**config.mk**
```make
export PLATFORM = sky130hd
export DESIGN_NAME = mux_scan_nto1_flat
export DESIGN_NICKNAME = d
export VERILOG_FILES = /design/src/rtl/mux_scan_nto1_if.sv /design/src/rtl/mux_scan_nto1.sv /design/src/flat_wrapper.sv
export SDC_FILE = /design/constraint.sdc
export NUM_CORES = 1
export LEC_CHECK = 0
export ABC_AREA = 1
export BUFFER_PORTS_ARGS = -buffer_cell sky130_fd_sc_hd__buf_2
export CAP_MARGIN = 0
export CORE_UTILIZATION = 45
export DETAILED_ROUTE_END_ITERATION = 6
export PLACE_DENSITY = 0.81
export SYNTH_ARGS = -nofsm -noshare
export SYNTH_HDL_FRONTEND = slang
export SYNTH_SLANG_ARGS = --single-unit
```
**constraint.sdc**
```tcl
create_clock -name clk -period 3.66 [get_ports clk]
set_input_delay 1.098 -clock clk [delete_from_list [all_inputs] [get_ports clk]]
set_output_delay 1.098 -clock clk [all_outputs]
set_load 0.02 [all_outputs]
```
**src/rtl/mux_scan_nto1_if.sv**
```systemverilog
// Channel bus for mux_scan_nto1: per-channel data and scan controls in, selected word and status out.
interface mux_scan_nto1_if #(
    parameter int WIDTH = 4,
    parameter int N     = 16,
    parameter int SEL_W = 4
) ();
    logic [N*WIDTH-1:0] data_in;
    logic               mode;
    logic [SEL_W-1:0]   sel_in;
    logic [N-1:0]       ch_mask;
    logic               ce;
    logic [WIDTH-1:0]   z;
    logic [SEL_W-1:0]   ch;
    logic               step;
    logic               sel_err;

    modport master (
        output data_in, mode, sel_in, ch_mask, ce,
        input  z, ch, step, sel_err
    );

    modport slave (
        input  data_in, mode, sel_in, ch_mask, ce,
        output z, ch, step, sel_err
    );
endinterface

```
**src/rtl/mux_scan_nto1.sv**
```systemverilog
// Registered N:1 word mux with manual select and masked auto-scan with per-channel dwell.
// Optional MUX_SCAN_BLANK_EN blanks z on a scan step and the cycle after it.
module mux_scan_nto1 #(
    parameter int WIDTH   = 4,
    parameter int N       = 16,
    parameter int SEL_W   = 4,
    parameter int DWELL   = 1000,
    parameter int DWELL_W = 10
) (
    input  logic          clk,
    input  logic          rstb,
    mux_scan_nto1_if.slave bus
);

    localparam logic [0:0] MANUAL = 1'b0;
    localparam logic [0:0] SCAN   = 1'b1;
    localparam logic [DWELL_W-1:0] TERM = DWELL_W'(DWELL - 1);

    logic [0:0]         state, state_d;
    logic [DWELL_W-1:0] cnt, cnt_d;
    logic [SEL_W-1:0]   ch_q, ch_d, nxt;
    logic               step_q, step_d;
    logic               sel_err_q, sel_err_d;
    logic [WIDTH-1:0]   z_q, z_d;
    logic               sel_ok, mask_zero, blank_d;

    // Rotate the mask so bit 0 is the channel after cur, take the lowest set bit, rotate back.
    function automatic logic [SEL_W-1:0] next_ch(input logic [N-1:0] mask,
                                                 input logic [SEL_W-1:0] cur);
        logic [N-1:0] rot;
        int sh;
        int pos;
        sh = int'(cur) + 1;
        if (sh >= N) sh = 0;
        rot = (sh == 0) ? mask : ((mask >> sh) | (mask << (N - sh)));
        pos = 0;
        for (int i = N - 1; i >= 0; i--) begin
            if (rot[i]) pos = i;
        end
        pos = pos + sh;
        if (pos >= N) pos = pos - N;
        return SEL_W'(pos);
    endfunction

    assign sel_ok    = ({1'b0, bus.sel_in} < (SEL_W + 1)'(N));
    assign mask_zero = (bus.ch_mask == '0);
    assign nxt       = next_ch(bus.ch_mask, ch_q);

    always_comb begin
        state_d   = bus.mode ? SCAN : MANUAL;
        cnt_d     = cnt;
        ch_d      = ch_q;
        step_d    = 1'b0;
        sel_err_d = 1'b0;
        if (!bus.mode) begin
            cnt_d = '0;
            if (sel_ok) ch_d = bus.sel_in;
            else        sel_err_d = 1'b1;
        end else if (state == MANUAL) begin
            // Entering scan: keep ch, start a full dwell.
            cnt_d = '0;
        end else if (mask_zero) begin
            cnt_d = '0;
        end else if (bus.ce) begin
            if (cnt == TERM) begin
                cnt_d  = '0;
                ch_d   = nxt;
                step_d = 1'b1;
            end else begin
                cnt_d = cnt + 1'b1;
            end
        end

        blank_d = sel_err_d || (bus.mode && mask_zero);
`ifdef MUX_SCAN_BLANK_EN
        blank_d = blank_d || (bus.mode && (step_d || step_q));
`endif
        z_d = blank_d ? '0 : bus.data_in[int'(ch_q) * WIDTH +: WIDTH];
    end

    // Register stage: control and output word.
    always_ff @(posedge clk) begin
        if (!rstb) begin
            state     <= MANUAL;
            cnt       <= '0;
            ch_q      <= '0;
            step_q    <= 1'b0;
            sel_err_q <= 1'b0;
            z_q       <= '0;
        end else begin
            state     <= state_d;
            cnt       <= cnt_d;
            ch_q      <= ch_d;
            step_q    <= step_d;
            sel_err_q <= sel_err_d;
            z_q       <= z_d;
        end
    end

    assign bus.z       = z_q;
    assign bus.ch      = ch_q;
    assign bus.step    = step_q;
    assign bus.sel_err = sel_err_q;

endmodule

```
**src/flat_wrapper.sv**
```systemverilog
// flat-port wrapper written by rule: the top's interface ports become plain ports
module mux_scan_nto1_flat 
#(
    parameter int WIDTH   = 4,
    parameter int N       = 16,
    parameter int SEL_W   = 4,
    parameter int DWELL   = 1000,
    parameter int DWELL_W = 10
)
  (clk, rstb, bus_data_in, bus_mode, bus_sel_in, bus_ch_mask, bus_ce, bus_z, bus_ch, bus_step, bus_sel_err);
  mux_scan_nto1_if #(.WIDTH(WIDTH), .N(N), .SEL_W(SEL_W)) bus_i ();
  input  logic clk;
  input  logic rstb;
  input wire logic [$bits(bus_i.data_in)-1:0] bus_data_in;
  input wire logic [$bits(bus_i.mode)-1:0] bus_mode;
  input wire logic [$bits(bus_i.sel_in)-1:0] bus_sel_in;
  input wire logic [$bits(bus_i.ch_mask)-1:0] bus_ch_mask;
  input wire logic [$bits(bus_i.ce)-1:0] bus_ce;
  output wire logic [$bits(bus_i.z)-1:0] bus_z;
  output wire logic [$bits(bus_i.ch)-1:0] bus_ch;
  output wire logic [$bits(bus_i.step)-1:0] bus_step;
  output wire logic [$bits(bus_i.sel_err)-1:0] bus_sel_err;
  assign bus_i.data_in = bus_data_in;
  assign bus_i.mode = bus_mode;
  assign bus_i.sel_in = bus_sel_in;
  assign bus_i.ch_mask = bus_ch_mask;
  assign bus_i.ce = bus_ce;
  assign bus_z = bus_i.z;
  assign bus_ch = bus_i.ch;
  assign bus_step = bus_i.step;
  assign bus_sel_err = bus_i.sel_err;
  mux_scan_nto1 #(.WIDTH(WIDTH), .N(N), .SEL_W(SEL_W), .DWELL(DWELL), .DWELL_W(DWELL_W)) u_core (.clk(clk), .rstb(rstb), .bus(bus_i));
endmodule
```
==> qor.yml <==
ys_seq_area_frac: 0.113
wl_met2_mm: 6.72
track_usage: 0.320
port_buffers: 96
finClkSkew_ps: 7.10
dpl.hpwl_mm: 10.5
ys_seq_elements: 20
cap_violations: 0
synth_warnings: 0
yosysMostFrequentCell: "nand2_1"
fin_setup_tns_ps: 0
start_util: 0.477
clkPwrFrac: 0.130
critical_path.max_stage_delay_ps: 330
cts_tree: "built"
fin_nets: 894
antenna_found_initial: 0
die_area_sq_um: 8210
clock.fmax_ghz: 0.276
die_h_microns: 90.6
yosys_most_used_dff: "dfxtp_1"
worstReg2RegStart: "u_core.bus.ch[0]$_SDFFE_PN0P_"
netlist_instances: 628
met1_length_mm: 5.64
detail-route-antenna-nets: 0
final_area_sq_um: 5050
ioPinCount: 98
intPower_mw: 0.922
vias: 5049
final_cells: 896
maxSlewHeadroom: 0.607
drive_gt1_frac: 0.379
routed_wl_mm: 14.0
synth_top_cell_by_area: "nand2_1"
worstReg2RegEnd: "u_core.bus.ch[2]$_SDFFE_PN0P_"
grt_max_degree: 23
grt_pass1_vias: 4660
dp.cells: 880
p_seq_frac: 0.139
die_w_microns: 90.6
synth_cell_types: 47
rows: 31
drt_iter0_drc: 350
synthTopCellsByArea: "nand2_1 (22%), dfxtp_1 (11%), nand3_1 (7.8%)"
wl_per_cell_microns: 15.6
core_area_sq_um: 7410
cp-start-kind: "primary input"
endpoint_kind: "flip-flop"
syn_area_per_cell_sq_um: 5.63
crit_top_cell: "nand2_1"
finalSetupViolCount: 0
final.setup.worst_slack_ps: 33.2
cts_buffer_depth: 2
synthDominantCellAreaShare: 0.220
overflow: 0
area_delta_synth_final_pct: 42.9
rsz0062_at_grt: "yes"
comb_power_share: 0.731
drc: 0
numCtsBuffers: 3
p_per_area_nw_per_um2: 346
power.switching_mw: 0.826
crit_type: "primary input to flip-flop"
clkTransAtPathRegs_ps: 80
finalPower_mw: 1.75
worst_pin_slew_ps: 590
period_needed_ps: 3630
cts-root-buf: "clkbuf_8"
finalCritPeriodShare: 0.991
worst_skew_pair.late_latency_ps: 270
switching_share: 0.473
clkSinkCount: 20
grt_pass1_wl_mm: 21.4
cts.htree.levels: 1
critPathRequiredTime_ps: 3840
p_leak_nw: 2.49
vdd_drop_max_mv: 0.149
arrival_ps: 3810
slew_violations: 0
hp-class: "flip-flop to flip-flop"
status: "finished clean"
vias_per_cell: 5.64
crit_path_max_fanout: 2
cp_slowest_cell: "fa_2"
synth-edff-count: 0
dr.max_layer_used: "met4"
crit_end: "u_core.bus.ch[2]$_SDFFE_PN0P_"
firstDrtPassIters: 5
r2r_slack_ps: 50
diodes: 0
startpoint: "bus_ch_mask[5]"
synthArstFlopShare: 0
r2r_cells: 31
dpl_cell_area_sq_um: 4600
wl_met3_mm: 1.15
place_congestion: 0.974
synth.top_cells.by_count: "nand2_1 (207), inv_1 (60), nand3_1 (55)"
hold_viol: 0
synth.cell_area_sq_um: 3530
pre_cts_slack_ps: -329
-- cell type report --
class	instances	area [sq um]
Multi-Input combinational cell	509	2880
Fill cell	663	2360
Timing Repair Buffer	198	1310
Sequential cell	20	407
Inverter	66	259
Tap cell	99	124
Clock buffer	3	41.3
Clock inverter	1	30.0
-- repair_timing --
item                                    4_1_cts  5_1_grt
pin swaps                                     1       33
hold buffers                                  0        0
resized for setup                            19       70
endpoints found under the setup margin        3        3
cloned                                        0        1
setup buffers                                 3        8
-- placed cells by master, fill, tap and decap left out, types with 6 or more instances in the layout --
cell / n
ha_1: 6
nand2_2: 23
a21oi_1: 21
a31oi_1: 11
nand4_1: 8
nand2_1: 189
nor2_4: 6
xor2_1: 6
buf_4: 95
inv_2: 9
nand3_2: 11
nand3_1: 45
inv_1: 51
o21ai_2: 17
o21ai_0: 17
o21ai_1: 24
nor2_2: 9
o221ai_1: 18
nor2_1: 38
o211ai_1: 12
dfxtp_1: 17
buf_2: 95
-- worst min-delay path by stage --
stage,from,end,depth (start not counted)
floorplan,u_core.cnt[1]$_SDFFE_PP0P_,u_core.cnt[1]$_SDFFE_PP0P_,2
global placement,u_core.cnt[1]$_SDFFE_PP0P_,u_core.cnt[1]$_SDFFE_PP0P_,2
detailed placement,u_core.cnt[0]$_SDFFE_PP0P_,u_core.cnt[0]$_SDFFE_PP0P_,2
CTS,u_core.cnt[1]$_SDFFE_PP0P_,u_core.cnt[1]$_SDFFE_PP0P_,2
global route,u_core.cnt[1]$_SDFFE_PP0P_,u_core.cnt[1]$_SDFFE_PP0P_,2
finish,u_core.cnt[1]$_SDFFE_PP0P_,u_core.cnt[1]$_SDFFE_PP0P_,2
-- per-stage QoR --
| step | hold WS [ps] | util |
|---|---|---|
| after CTS | 500 | 0.641 |
| after global routing | 532 | 0.682 |
| after detailed placement | 483 | 0.620 |
| final | 512 | 0.682 |
| after floorplan | 456 | - |
| after global placement | 467 | 0.620 |
-- registers in the layout (all words and copies together), names as in the netlist --
name,flops
u_core.bus.step,1
u_core.bus.z,4
u_core.state,1
u_core.cnt,10
u_core.bus.ch,4
-- power by group through the flow --
stage / Combinational (mW) / Sequential [mW] / Clock, mW
5_1_grt: 1.41 / 0.244 / 0.241
3_5_place_dp: 1.11 / 0.244 / 0
4_1_cts: 1.14 / 0.241 / 0.224
2_1_floorplan: 0.698 / 0.258 / 0
3_3_place_gp: 1.10 / 0.244 / 0
6_report: 1.28 / 0.243 / 0.227
-- worst max-delay path, delay by kind of cell --
family          cells  cell delay [ps]
fa+ha+maj           2              500
xor+xnor            1              170
buf+inv             2              180
compound gates      3              380
simple gates       21             1460
-- kinds of logic after synthesis --
| family | count (synthesis) | synth area share |
|---|---|---|
| simple gates | 349 | 0.441 |
| compound gates | 141 | 0.256 |
| buf+inv | 100 | 0.137 |
| flops | 20 | 0.113 |
| fa+ha+maj | 8 | 0.0304 |
| xor+xnor | 6 | 0.0149 |
| other cells | 2 | 0.00212 |
| mux | 2 | 0.00566 |
-- metal layers --
layer / GRT usage / vias to the layer above
li1: - / 2452
met1: 0.388 / 2289
met2: 0.576 / 262
met3: 0.0480 / 46
met4: 0.0954 / 0
met5: 0 / -
Power figures use the tool's default switching activity.
